$ cat config.mk
export PLATFORM = sky130hd
export DESIGN_NAME = multicycle_control_unit
export DESIGN_NICKNAME = d
export VERILOG_FILES = /design/src/rtl/multicycle_control_unit.sv
export SDC_FILE = /design/constraint.sdc
export NUM_CORES = 1
export LEC_CHECK = 0
export CORE_ASPECT_RATIO = 0.7
export CORE_MARGIN = 4
export CORE_UTILIZATION = 38
export DETAILED_ROUTE_END_ITERATION = 8
export PLACE_DENSITY = 0.75
export SLEW_MARGIN = 10
export SYNTH_ARGS = -nofsm -noshare
export SYNTH_HDL_FRONTEND = slang
export SYNTH_SLANG_ARGS = --single-unit
$ cat constraint.sdc
create_clock -name clk -period 1.3 [get_ports clk]
set_clock_uncertainty 0.05 [all_clocks]
set_input_delay 0.26 -clock clk [delete_from_list [all_inputs] [get_ports clk]]
set_output_delay 0.26 -clock clk [all_outputs]
set_load 0.005 [all_outputs]
$ cat src/rtl/multicycle_control_unit.sv
// Multicycle RV32I control FSM: drives ALU op, operand selects
// and datapath strobes one state per cycle (3-5 cycles/instr).
// Ports: clk, reset (sync, active-high); op, funct3, funct7_b5,
// zero in; alu_op, alu_src_a/b, result_src, adr_src, ir_write,
// pc_write, reg_write, mem_write, instr_done, illegal, state out.
module multicycle_control_unit #(
  parameter logic [3:0] RESET_STATE = 4'd0
) (
  input  logic       clk,
  input  logic       reset,
  input  logic [6:0] op,
  input  logic [2:0] funct3,
  input  logic       funct7_b5,
  input  logic       zero,
  output logic [3:0] alu_op,
  output logic [1:0] alu_src_a,
  output logic [1:0] alu_src_b,
  output logic [1:0] result_src,
  output logic       adr_src,
  output logic       ir_write,
  output logic       pc_write,
  output logic       reg_write,
  output logic       mem_write,
  output logic       instr_done,
  output logic       illegal,
  output logic [3:0] state
);

  localparam logic [3:0] S_FETCH    = 4'd0;
  localparam logic [3:0] S_DECODE   = 4'd1;
  localparam logic [3:0] S_MEMADR   = 4'd2;
  localparam logic [3:0] S_MEMREAD  = 4'd3;
  localparam logic [3:0] S_MEMWB    = 4'd4;
  localparam logic [3:0] S_MEMWRITE = 4'd5;
  localparam logic [3:0] S_EXECR    = 4'd6;
  localparam logic [3:0] S_EXECI    = 4'd7;
  localparam logic [3:0] S_ALUWB    = 4'd8;
  localparam logic [3:0] S_BRANCH   = 4'd9;
  localparam logic [3:0] S_JAL      = 4'd10;
  localparam logic [3:0] S_JALR     = 4'd11;
  localparam logic [3:0] S_JALRLINK = 4'd12;
  localparam logic [3:0] S_LUI      = 4'd13;
  localparam logic [3:0] S_ILLEGAL  = 4'd14;

  localparam logic [3:0] A_ADD  = 4'b0010;
  localparam logic [3:0] A_SUB  = 4'b0110;
  localparam logic [3:0] A_AND  = 4'b0000;
  localparam logic [3:0] A_OR   = 4'b0001;
  localparam logic [3:0] A_XOR  = 4'b1010;
  localparam logic [3:0] A_SLL  = 4'b1000;
  localparam logic [3:0] A_SRL  = 4'b1001;
  localparam logic [3:0] A_SLT  = 4'b0111;
  localparam logic [3:0] A_SLTU = 4'b1111;

  localparam logic [6:0] OP_LOAD  = 7'b0000011;
  localparam logic [6:0] OP_STORE = 7'b0100011;
  localparam logic [6:0] OP_R     = 7'b0110011;
  localparam logic [6:0] OP_I     = 7'b0010011;
  localparam logic [6:0] OP_BR    = 7'b1100011;
  localparam logic [6:0] OP_JAL   = 7'b1101111;
  localparam logic [6:0] OP_JALR  = 7'b1100111;
  localparam logic [6:0] OP_LUI   = 7'b0110111;
  localparam logic [6:0] OP_AUIPC = 7'b0010111;

  logic [3:0] state_q;
  logic [3:0] state_d;
  logic [3:0] cur;

  logic is_load;
  logic is_store;
  logic is_r;
  logic is_i;
  logic is_br;
  logic is_jal;
  logic is_jalr;
  logic is_lui;
  logic is_auipc;
  logic word_ok;
  logic sra_bad;
  logic br_bad;
  logic taken;
  logic [3:0] br_op;

  function automatic logic [3:0] alu_map(
    input logic [2:0] f3,
    input logic       sub
  );
    logic [3:0] r;
    case (f3)
      3'b000:  r = sub ? A_SUB : A_ADD;
      3'b001:  r = A_SLL;
      3'b010:  r = A_SLT;
      3'b011:  r = A_SLTU;
      3'b100:  r = A_XOR;
      3'b101:  r = A_SRL;
      3'b110:  r = A_OR;
      default: r = A_AND;
    endcase
    return r;
  endfunction

  assign is_load  = (op == OP_LOAD);
  assign is_store = (op == OP_STORE);
  assign is_r     = (op == OP_R);
  assign is_i     = (op == OP_I);
  assign is_br    = (op == OP_BR);
  assign is_jal   = (op == OP_JAL);
  assign is_jalr  = (op == OP_JALR);
  assign is_lui   = (op == OP_LUI);
  assign is_auipc = (op == OP_AUIPC);
  assign word_ok  = (funct3 == 3'b010);
  // No arithmetic shifter in the ALU, so SRA/SRAI are rejected.
  assign sra_bad  = (funct3 == 3'b101) && funct7_b5;
  assign br_bad   = (funct3[2:1] == 2'b01);

  // SLT/SLTU leave zero=1 when the compare is false, so the
  // "less than" branches take on !zero and the "ge" ones on zero.
  always_comb begin
    taken = 1'b0;
    br_op = A_ADD;
    case (funct3)
      3'b000: begin taken = zero;  br_op = A_SUB;  end
      3'b001: begin taken = !zero; br_op = A_SUB;  end
      3'b100: begin taken = !zero; br_op = A_SLT;  end
      3'b101: begin taken = zero;  br_op = A_SLT;  end
      3'b110: begin taken = !zero; br_op = A_SLTU; end
      3'b111: begin taken = zero;  br_op = A_SLTU; end
      default: begin taken = 1'b0; br_op = A_ADD; end
    endcase
  end

  always_ff @(posedge clk) begin
    if (reset) state_q <= RESET_STATE;
    else       state_q <= state_d;
  end

  always_comb begin
    state_d = S_FETCH;
    case (state_q)
      S_FETCH:  state_d = S_DECODE;
      S_DECODE: begin
        state_d = S_ILLEGAL;
        unique case (1'b1)
          is_load, is_store:
            state_d = word_ok ? S_MEMADR : S_ILLEGAL;
          is_r:     state_d = sra_bad ? S_ILLEGAL : S_EXECR;
          is_i:     state_d = sra_bad ? S_ILLEGAL : S_EXECI;
          is_br:    state_d = br_bad ? S_ILLEGAL : S_BRANCH;
          is_jal:   state_d = S_JAL;
          is_jalr:  state_d = S_JALR;
          is_lui:   state_d = S_LUI;
          is_auipc: state_d = S_ALUWB;
          default:  state_d = S_ILLEGAL;
        endcase
      end
      S_MEMADR:   state_d = is_load ? S_MEMREAD : S_MEMWRITE;
      S_MEMREAD:  state_d = S_MEMWB;
      S_MEMWB:    state_d = S_FETCH;
      S_MEMWRITE: state_d = S_FETCH;
      S_EXECR:    state_d = S_ALUWB;
      S_EXECI:    state_d = S_ALUWB;
      S_ALUWB:    state_d = S_FETCH;
      S_BRANCH:   state_d = S_FETCH;
      S_JAL:      state_d = S_ALUWB;
      S_JALR:     state_d = S_JALRLINK;
      S_JALRLINK: state_d = S_ALUWB;
      S_LUI:      state_d = S_ALUWB;
      S_ILLEGAL:  state_d = S_ILLEGAL;
      default:    state_d = S_FETCH;
    endcase
  end

  // While reset is high the selects show FETCH values and every
  // strobe is forced low, whatever state the register still holds.
  assign cur   = reset ? S_FETCH : state_q;
  assign state = state_q;

  always_comb begin
    alu_op     = A_ADD;
    alu_src_a  = 2'b00;
    alu_src_b  = 2'b00;
    result_src = 2'b00;
    adr_src    = 1'b0;
    ir_write   = 1'b0;
    pc_write   = 1'b0;
    reg_write  = 1'b0;
    mem_write  = 1'b0;
    instr_done = 1'b0;
    illegal    = 1'b0;
    case (cur)
      S_FETCH: begin
        ir_write   = 1'b1;
        alu_src_b  = 2'b10;
        result_src = 2'b10;
        pc_write   = 1'b1;
      end
      S_DECODE: begin
        alu_src_a = 2'b01;
        alu_src_b = 2'b01;
      end
      S_MEMADR: begin
        alu_src_a = 2'b10;
        alu_src_b = 2'b01;
      end
      S_MEMREAD: adr_src = 1'b1;
      S_MEMWB: begin
        result_src = 2'b01;
        reg_write  = 1'b1;
        instr_done = 1'b1;
      end
      S_MEMWRITE: begin
        adr_src    = 1'b1;
        mem_write  = 1'b1;
        instr_done = 1'b1;
      end
      S_EXECR: begin
        alu_src_a = 2'b10;
        alu_op    = alu_map(funct3, funct7_b5);
      end
      S_EXECI: begin
        alu_src_a = 2'b10;
        alu_src_b = 2'b01;
        alu_op    = alu_map(funct3, 1'b0);
      end
      S_ALUWB: begin
        reg_write  = 1'b1;
        instr_done = 1'b1;
      end
      S_BRANCH: begin
        alu_src_a  = 2'b10;
        alu_op     = br_op;
        pc_write   = taken;
        instr_done = 1'b1;
      end
      S_JAL: begin
        alu_src_a = 2'b01;
        alu_src_b = 2'b10;
        pc_write  = 1'b1;
      end
      S_JALR: begin
        alu_src_a  = 2'b10;
        alu_src_b  = 2'b01;
        result_src = 2'b10;
        pc_write   = 1'b1;
      end
      S_JALRLINK: begin
        alu_src_a = 2'b01;
        alu_src_b = 2'b10;
      end
      S_LUI: begin
        alu_src_a = 2'b11;
        alu_src_b = 2'b01;
      end
      S_ILLEGAL: illegal = 1'b1;
      default: ;
    endcase
    if (reset) begin
      ir_write   = 1'b0;
      pc_write   = 1'b0;
      reg_write  = 1'b0;
      mem_write  = 1'b0;
      instr_done = 1'b0;
      illegal    = 1'b0;
    end
  end

endmodule
==> flow_metrics.env, run 1 <==
export IMPL_cts_setup_buffers=31
export IMPL_io_buffers=34
export IMPL_globalplace_congestion=0.849
export IMPL_avgSynthCellArea_sq_um=6.63
export IMPL_dpl_hpwl_um=2590
export IMPL_lastStage="clock tree synthesis (4_1_cts)"
export IMPL_error="[ERROR DPL-0033] detailed placement checks failed during check placement."
export IMPL_status="aborted with a tool error"
export IMPL_synth_top_cell_area_share_pct=9.51
export IMPL_synth_seq_cells=4
export IMPL_rows=13
export IMPL_cts_hold_buf=0
export IMPL_syn_inst=127
export IMPL_preCtsSetupSlack_ns=-1.03
export IMPL_yosys_area_top_type="dfxtp_1"
export IMPL_pin_count=35
export IMPL_synth_fp_nets=141
export IMPL_cts_resized=157
export IMPL_die_x_um=64.3
export IMPL_synthArstFlopShare_pct=0
export IMPL_cts_max_path_buffers=2
export IMPL_start_util_pct=42.4
export IMPL_yosysSeqAreaShare_pct=9.51
export IMPL_die_h_um=47.4
export IMPL_htree_levels=1
export IMPL_synth_area_sq_um=842
export IMPL_synth_area_leaders="dfxtp_1 9.5%, a21oi_1 6.5%, buf_2 6.5%"
export IMPL_synthFlopType="dfxtp_1"
export IMPL_synth_distinct_cells=48
export IMPL_root_buffer="clkbuf_4"
export IMPL_yosys_warnings=0
export IMPL_synth_edff_count=0
export IMPL_numClockSinks=4
export IMPL_numCtsBuffers=3
-- synthesized netlist by cell type, drive strengths merged, types with 2 or more instances --
cell / n
a21oi: 11
a31oi: 3
and3: 4
buf: 14
clkbuf: 2
dfxtp: 4
inv: 2
mux2i: 3
nand2: 10
nand2b: 6
nand3: 6
nand3b: 3
nor2: 12
nor2b: 4
nor3: 4
nor4: 4
nor4b: 2
o21ai: 2
o31ai: 2
o32ai: 2
or2: 2
xnor2: 4
xor2: 2
-- stage by stage --
step / TNS (ns) / area (sq um) / hold WS, ns / cells
3_5_place_dp: -16.34 / 1530 / 0.727 / 221
3_3_place_gp: -15.64 / 1530 / 0.721 / 221
2_1_floorplan: -0.0649 / 918 / 0.392 / 127
-- kinds of logic after synthesis --
logic type      after synthesis  share of synthesized area, %
xor+xnor                      6                          6.24
compound gates               34                          27.6
flops                         4                          9.51
mux                           3                          3.57
simple gates                 62                          41.9
buf+inv                      18                          11.1
==> run 2, diff against run 1 <==
--- a/config.mk
+++ b/config.mk
@@ -5,11 +5,10 @@
 export SDC_FILE = /design/constraint.sdc
 export NUM_CORES = 1
 export LEC_CHECK = 0
-export CORE_ASPECT_RATIO = 0.7
-export CORE_MARGIN = 4
-export CORE_UTILIZATION = 38
+export CORE_AREA = 4 4 65 67
 export DETAILED_ROUTE_END_ITERATION = 8
-export PLACE_DENSITY = 0.75
+export DIE_AREA = 0 0 69 71
+export PLACE_DENSITY_LB_ADDON = 0.15
 export SLEW_MARGIN = 10
 export SYNTH_ARGS = -nofsm -noshare
 export SYNTH_HDL_FRONTEND = slang
==> constraint.sdc (replaced) <==
create_clock -name clk -period 1.69 [get_ports clk]
set_clock_uncertainty 0.05 [all_clocks]
set_input_delay 0.338 -clock clk [delete_from_list [all_inputs] [get_ports clk]]
set_output_delay 0.338 -clock clk [all_outputs]
set_load 0.005 [all_outputs]
==> flow_metrics.env, run 2 <==
export IMPL_numCtsBuffers=3
export IMPL_required_ns=1.30
export IMPL_final_cell_mix="43 x buf_4, 15 x buf_2, 14 x buf_6"
export IMPL_cp_end_kind="output port"
export IMPL_cts_max_path_buffers=2
export IMPL_timing_fmax_mhz=562
export IMPL_ant_nets=0
export IMPL_fin_nets=223
export IMPL_globalplace_congestion=0.794
export IMPL_synth_distinct_cells=48
export IMPL_multi_input_area_sq_um=876
export IMPL_wl_per_cell_um=13.4
export IMPL_setup_slack_ns=-0.0896
export IMPL_synth_common_cells="11 x a21oi_1, 11 x buf_2, 10 x nand2_1, 10 x nor2_1"
export IMPL_synth_seq_cells=4
export IMPL_synthArstFlopShare_pct=0
export IMPL_wl_um=3410
export IMPL_antenna_found_initial=0
export IMPL_cts_hold_buf=0
export IMPL_cts_clk_slew_worst_paths_ns=0.04
export IMPL_numClockSinks=4
export IMPL_arrival_ns=1.39
export IMPL_yosys_warnings=0
export IMPL_drtIter0Drc=48
export IMPL_synth_edff_count=0
export IMPL_r2r_cells=6
export IMPL_violations="negative setup slack"
export IMPL_drive_above_1_share_pct=58.9
export IMPL_rows=22
export IMPL_power_density_nw_per_um2=1480
export IMPL_start_kind="flip-flop"
export IMPL_die_h_um=71
export IMPL_io_buffers=34
export IMPL_tightestPinTransition_ns=0.310
export IMPL_p_leak_nw=0.829
export IMPL_die_area_sq_um=4900
export IMPL_rsz0062_at_grt="yes"
export IMPL_synth_top_cell_area_share_pct=9.51
export IMPL_pin_count=35
export IMPL_worstSetupPathType="flip-flop to output port"
export IMPL_preCtsSetupSlack_ns=-0.717
export IMPL_min_period_ns=1.78
export IMPL_clock_latency_ns=0.22
export IMPL_grt_usage_pct=13.3
export IMPL_grt_pass1_vias=1218
export IMPL_root_buffer="clkbuf_8"
export IMPL_syn_to_final_growth_pct=120
export IMPL_synth_area_sq_um=842
export IMPL_status="complete, but fails checks"
export IMPL_fp_coreArea_sq_um=3630
export IMPL_fin_tns_setup_ns=-0.383
export IMPL_hold_viol=0
export IMPL_yosys_area_top_type="dfxtp_1"
export IMPL_period_share_pct=105
export IMPL_path_max_fanout=4
export IMPL_vias=1232
export IMPL_n_fill_cell=364
export IMPL_vdd_drop_max_uv=535
export IMPL_final_setup_viol_count=9
export IMPL_final_common_cell="buf_4"
export IMPL_synth_area_leaders="dfxtp_1 9.5%, a21oi_1 6.5%, buf_2 6.5%"
export IMPL_largest_reg_flops=4
export IMPL_grt_pass1_wl_um=5560
export IMPL_slew_headroom_pct=79.1
export IMPL_syn_inst=127
export IMPL_drc_errors=0
export IMPL_hp_class="flip-flop to flip-flop"
export IMPL_yosysSeqAreaShare_pct=9.51
export IMPL_diodes=0
export IMPL_synthFlopType="dfxtp_1"
export IMPL_htree_levels=1
export IMPL_dpl_hpwl_um=2460
export IMPL_die_x_um=69
export IMPL_avgSynthCellArea_sq_um=6.63
export IMPL_start_util_pct=23.2
export IMPL_grt_overflow_total=0
export IMPL_grt_max_degree=10
export IMPL_hold_path_cell_count=2
export IMPL_holdWs_ns=0.573
export IMPL_finish_utilization_pct=51.0
export IMPL_slew_viol_final=0
export IMPL_cts_tree="yes"
export IMPL_regArea_sq_um=95.1
export IMPL_synth_fp_nets=141
export IMPL_vias_per_cell=4.83
export IMPL_dr_pass1_iters=4
export IMPL_max_cap_violations=0
run 2: cell counts after synthesis:
Identical to the previous run, type by type.
run 2: final timing paths:
check	start	endpoint	slack (ns)
setup / recovery	state[0]	result_src[1]	-0.09
hold / removal	state[2]	state[0]	0.57
setup reg to reg	state[2]	state[1]	0.06
hold reg to reg	state[2]	state[0]	0.57
run 2: logic make-up after synthesis:
| family | share of synthesized area (%) |
|---|---|
| AOI/OAI and AO/OA | 27.6 |
| and+or+nand+nor | 41.9 |
| xor gates and xnor gates | 6.24 |
| muxes | 3.57 |
| DFF | 9.51 |
| buffers and inverters | 11.1 |
run 2: stage by stage:
stage               area (sq um)  instances  power, W
finish                      1850        255   0.00274
global route                1850        255   0.00293
global placement            1500        239   0.00184
floorplan                    842        127  0.000947
CTS                         1710        249   0.00243
detailed placement          1500        239   0.00184
run 2: power by group:
group	internal (W)	total [W]	switching [W]
sequential	0.000166	0.000252	0.0000855
clock	0.000152	0.000209	0.0000563
combinational	0.00132	0.00227	0.000951
run 2: worst max-delay path, cell delays in order (launching register included):
cell     delay, ns
dfxtp_4       0.34
buf_6         0.12
or3_4         0.38
a21oi_2       0.12
or2_4         0.12
buf_6         0.08
run 2: what timing repair did:
| item | in CTS | in global routing |
|---|---|---|
| gates resized for setup | 112 | 35 |
| setup buffers | 7 | 6 |
| endpoints found under the hold margin | 0 | 0 |
| setup endpoints to repair | 23 | 18 |
| pin swaps | 14 | 16 |
run 2: cell type report:
| cell class | instances | area share, % |
|---|---|---|
| multi-input combinational | 105 | 47.3 |
| timing repair buffer | 93 | 41.7 |
| sequential | 4 | 5.14 |
| tap | 48 | 3.24 |
| clock buffer | 3 | 2.23 |
| inverter | 2 | 0.405 |
run 2: layer usage:
| layer | vias up | GRT usage [%] | wire length [um] |
|---|---|---|---|
| li1 | 624 | - | - |
| met1 | 568 | 16.3 | 1470 |
| met2 | 35 | 24.5 | 1770 |
| met3 | 5 | 1.70 | 136 |
| met4 | 0 | 3.25 | 34 |
| met5 | - | 0 | 0 |
(Power assumes the default switching activity.)
==> run 3, diff against run 2 <==
--- a/config.mk
+++ b/config.mk
@@ -9,6 +9,7 @@
 export DETAILED_ROUTE_END_ITERATION = 8
 export DIE_AREA = 0 0 69 71
 export PLACE_DENSITY_LB_ADDON = 0.15
+export SETUP_SLACK_MARGIN = 0.1
 export SLEW_MARGIN = 10
 export SYNTH_ARGS = -nofsm -noshare
 export SYNTH_HDL_FRONTEND = slang
==> constraint.sdc (replaced) <==
create_clock -name clk -period 1.9 [get_ports clk]
set_clock_uncertainty 0.05 [all_clocks]
set_input_delay 0.38 -clock clk [delete_from_list [all_inputs] [get_ports clk]]
set_output_delay 0.38 -clock clk [all_outputs]
set_load 0.005 [all_outputs]
==> flow_metrics.env, run 3 (synthesis gave the netlist of run 2 again) <==
export IMPL_status="finished clean"
export IMPL_fp_coreArea_sq_um=3630
export IMPL_vias=1214
export IMPL_final_setup_viol_count=0
export IMPL_drc_errors=0
export IMPL_crit_chain="buf_4 > or3_4 > a21oi_2 > or2_2 > clkdlybuf4s15_2"
export IMPL_cp_end_kind="output port"
export IMPL_grt_pass1_vias=1201
export IMPL_io_buffers=34
export IMPL_die_x_um=69
export IMPL_die_area_sq_um=4900
export IMPL_final_common_cell="buf_4"
export IMPL_cts_hold_buf=0
export IMPL_numCtsBuffers=3
export IMPL_min_period_ns=1.89
export IMPL_hp_class="flip-flop to flip-flop"
export IMPL_tightestPinTransition_ns=0.435
export IMPL_pin_count=35
export IMPL_hold_viol=0
export IMPL_fin_nets=224
export IMPL_p_leak_nw=0.813
export IMPL_dr_pass1_iters=4
export IMPL_fin_tns_setup_ns=0
export IMPL_die_h_um=71
export IMPL_period_share_pct=99.7
export IMPL_power_density_nw_per_um2=1300
export IMPL_r2r_slack_ns=0.18
export IMPL_grt_max_degree=11
export IMPL_ant_nets=0
export IMPL_syn_to_final_growth_pct=118
export IMPL_clock_latency_ns=0.21
export IMPL_grt_usage_pct=13.0
export IMPL_largest_reg_flops=4
export IMPL_cts_tree="yes"
export IMPL_start_kind="flip-flop"
export IMPL_root_buffer="clkbuf_8"
export IMPL_cts_max_path_buffers=2
export IMPL_timing_fmax_mhz=528
export IMPL_cpPeakStageDelay_ns=0.35
export IMPL_htree_levels=1
export IMPL_slew_headroom_pct=70.6
export IMPL_globalplace_congestion=0.784
export IMPL_rows=22
export IMPL_slew_viol_final=0
export IMPL_critPathTopFamily="simple AND/OR/NAND/NOR gates"
export IMPL_arrival_ns=1.46
export IMPL_diodes=0
export IMPL_max_cap_violations=0
export IMPL_dpl_hpwl_um=2480
export IMPL_path_max_fanout=5
export IMPL_vias_per_cell=4.74
export IMPL_start_util_pct=23.2
export IMPL_postPlaceCellArea_sq_um=1490
export IMPL_cp_num_buf_inv=2
export IMPL_rsz0062_at_grt="yes"
export IMPL_cts_clk_slew_worst_paths_ns=0.03
export IMPL_vdd_drop_max_uv=415
export IMPL_wl_um=3470
export IMPL_grt_overflow_total=0
export IMPL_required_ns=1.47
export IMPL_final_cell_mix="48 x buf_4, 11 x buf_6, 10 x buf_2"
export IMPL_worstSetupPathType="flip-flop to output port"
export IMPL_grt_pass1_wl_um=5460
export IMPL_worst_path_max_delay_cell="dfxtp_4"
export IMPL_antenna_found_initial=0
export IMPL_fin_area_sq_um=1840
export IMPL_drive_above_1_share_pct=57.2
export IMPL_drtIter0Drc=36
export IMPL_numClockSinks=4
export IMPL_wl_per_cell_um=13.5
==> run 3: cell count changes in the layout (fill, tap and decap cells not counted), moves of 2 or more <==
cell and change:
nor3_2 -2, clkdlybuf4s15_2 +2, nor3_1 +2, buf_6 -3, clkbuf_2 +2, buf_4 +5, buf_2 -5, dlygate4sd2_1 +3
==> run 3: cell type report <==
type	instances	area, sq um
repair buffers	94	764
flip-flops and latches	4	92.6
well taps	48	60.1
inverters	2	7.51
clock buffers	3	41.3
fillers	391	1800
multi-input cells	105	870
==> run 3: final timing paths <==
kind	start	end	depth (start not counted)
worst max-delay path	state[1]	result_src[1]	5
worst min-delay path	state[2]	state[0]	2
worst max register to register	state[1]	state[1]	7
worst min register to register	state[2]	state[0]	2
==> run 3: what timing repair did <==
item,4_1_cts,5_1_grt
gates resized for setup,101,27
buffers inserted,10,5
endpoints found under the hold margin,0,0
pin swaps,15,9
setup endpoints to repair,20,16
==> run 3: where the power goes <==
| part | internal [W] | switching (W) | leakage (nW) | total [W] |
|---|---|---|---|---|
| sequential | 0.000144 | 0.0000708 | 0.0353 | 0.000215 |
| clock | 0.000135 | 0.0000393 | 0.0216 | 0.000174 |
| combinational | 0.00114 | 0.000856 | 0.756 | 0.00199 |
| total | 0.00142 | 0.000966 | 0.813 | 0.00238 |
==> run 3: layer usage <==
metal | GRT usage [%] | vias up | wire [um]
li1 | - | 626 | -
met1 | 16.0 | 567 | 1510
met2 | 24.4 | 21 | 1850
met3 | 1.28 | 0 | 108
met4 | 2.60 | 0 | 0
met5 | 0 | - | 0
==> run 3: per-stage QoR <==
step	worst slack [ns]	utilization, %	hold slack [ns]	std cells	power [W]
floorplan	0.325	-	0.512	127	0.000843
global placement	-0.544	41.1	0.656	238	0.00164
detailed placement	-0.594	41.1	0.649	238	0.00164
CTS	-0.0548	48.4	0.592	251	0.00220
global route	-0.0434	50.5	0.625	256	0.00255
finish	0.00639	50.5	0.593	256	0.00238
==> run 3: worst min-delay path, stage by stage, from the launching register on <==
cell	delay, ns
dfxtp_4	0.38
buf_6	0.13
o32ai_1	0.09
==> RTL change: new RTL, settings of run 2 <==
Register the output `result_src`, cleared by the reset; this adds one clock of latency there. The other outputs are not delayed to match.
--- a/src/rtl/multicycle_control_unit.sv
+++ b/src/rtl/multicycle_control_unit.sv
@@ -64,2 +64,4 @@
 
+  logic [1:0] result_src_d;
+
   logic [3:0] state_q;
@@ -181,3 +183,3 @@
     alu_src_b  = 2'b00;
-    result_src = 2'b00;
+    result_src_d = 2'b00;
     adr_src    = 1'b0;
@@ -193,3 +195,3 @@
         alu_src_b  = 2'b10;
-        result_src = 2'b10;
+        result_src_d = 2'b10;
         pc_write   = 1'b1;
@@ -206,3 +208,3 @@
       S_MEMWB: begin
-        result_src = 2'b01;
+        result_src_d = 2'b01;
         reg_write  = 1'b1;
@@ -242,3 +244,3 @@
         alu_src_b  = 2'b01;
-        result_src = 2'b10;
+        result_src_d = 2'b10;
         pc_write   = 1'b1;
@@ -266,2 +268,10 @@
 
+  always_ff @(posedge clk) begin
+    if (reset) begin
+      result_src <= '0;
+    end else begin
+      result_src <= result_src_d;
+    end
+  end
+
 endmodule
Check against the original RTL: not equivalent (a bounded check fails within 4 cycles, from zero or initial values and one cycle with reset high).
==> RTL change against run 2 <==
- the flow still finishes with violations (setup timing)
- sequential power rose by 20%
- synthesized cell count fell by 5.5%
- wire length rose by 0.59%
- count of clock-buffer cells in the layout did not move
- worst hold slack got worse by 3.1 ps
- area after synthesis fell by 2.1%
- power fell by 20%
- cell area fell by 4.9%
- combinational power fell by 26%
- sequential cell count rose by 2
- worst setup slack got worse by 15 ps
- global-route usage fell by 0.13 points
- critical path type unchanged
- critical endpoint is now alu_src_b[0]
- largest power group unchanged
==> RTL change: results (changes against run 2) <==
* Largest net degree at the start of global routing at 12 (+2)
* Post-route setup TNS at -466 ps (-82.5 ps)
* Crit path DAT at 1410 ps (+20 ps)
* Final wirelength at 3430 um (+0.59%)
* Failing checks: setup timing
* Sequential share of the synthesized area at 0.146 (+0.0506)
* CP max stage cell: dfxtp_4
* Wire length on met2 at 1700 um (-4.0%)
* Peak VDD IR at 0.350 mV (-35%)
* Synth cell types at 43 (-10%)
* Total track usage at 0.132 (-0.00130)
* Post-DP HPWL at 2450 um (-0.63%)
* Setup Viol. Count Final at 9 (unchanged)
* Rel. slew slack at 0.768 (-0.0236)
* Met1 Track Usage GR at 0.151 (-0.0122)
* Fillers at 387 (+6.3%)
* Compound-Gate Fraction of Synth Area at 0.246 (-0.0305)
* CP max FO at 9 (+5)
* Grt met3 use at 0.0313 (+0.0142)
* Synth area leaders: dfxtp_1, nand2_1, nor2_1
* Nets at 214 (-4.0%)
* First-pass GRT wire length at 5450 um (-2.0%)
* CP delay by family, top: flip-flops
* Final worst setup slack at -104 ps (-14.6 ps)
* Post-Synthesis Net Count at 134 (-5.0%)
* Post-CTS sizing at 111 (-0.89%)
* DR iter-0 viols at 60 (+25%)
* Cell leakage power at 0.000772 uW (-6.8%)
* Outcome: finished with violations
* DR WL met3 at 169 um (+24%)
* Share of cells above drive strength 1 at 0.551 (-0.0389)
==> RTL change: cell types whose count changed after synthesis, sizes merged, moves of 2 or more <==
| cell | before | now |
|---|---|---|
| a31oi | 3 | 0 |
| nand2 | 10 | 12 |
| or2 | 2 | 0 |
| dfxtp | 4 | 6 |
| o31ai | 2 | 0 |
| o21ai | 2 | 8 |
| nor4b | 2 | 4 |
| mux2 | 0 | 2 |
| and3 | 4 | 1 |
| a21oi | 11 | 7 |
| nand3 | 6 | 4 |
| clkbuf | 2 | 10 |
| buf | 14 | 3 |
==> RTL change: area by class of cell <==
| class | instances | area [um^2] | share of cell area |
|---|---|---|---|
| Tap cell | 48 | 60.1 | 0.0341 |
| Inverter | 1 | 3.75 | 0.00213 |
| Timing Repair Buffer | 88 | 719 | 0.409 |
| Clock buffer | 3 | 41.3 | 0.0235 |
| Sequential cell | 6 | 135 | 0.0768 |
| Multi-Input combinational cell | 100 | 801 | 0.455 |
==> RTL change: worst paths after layout <==
path | startpoint | to | slack (ps)
setup / recovery | state[3] | alu_src_b[0] | -100
hold / removal | state[1] | result_src[0] | 570
setup reg to reg | state[3] | state[2] | 160
hold reg to reg | state[1] | result_src[0] | 570
==> RTL change: power by group <==
group / internal (uW) / switching [uW] / total (uW)
registers: 217 / 85.0 / 302
logic: 962 / 707 / 1670
clock network: 154 / 73.9 / 228
total: 1330 / 866 / 2200
==> RTL change: stage by stage <==
stage / hold WS [ps] / area, um^2 / setup slack [ps] / power, uW / instances
2_1_floorplan: 480 / 835 / 35.4 / 792 / 120
3_3_place_gp: 600 / 1490 / -760 / 1510 / 231
3_5_place_dp: 601 / 1490 / -773 / 1520 / 231
4_1_cts: 560 / 1680 / -170 / 1980 / 243
5_1_grt: 596 / 1760 / -222 / 2360 / 246
6_report: 570 / 1760 / -104 / 2200 / 246
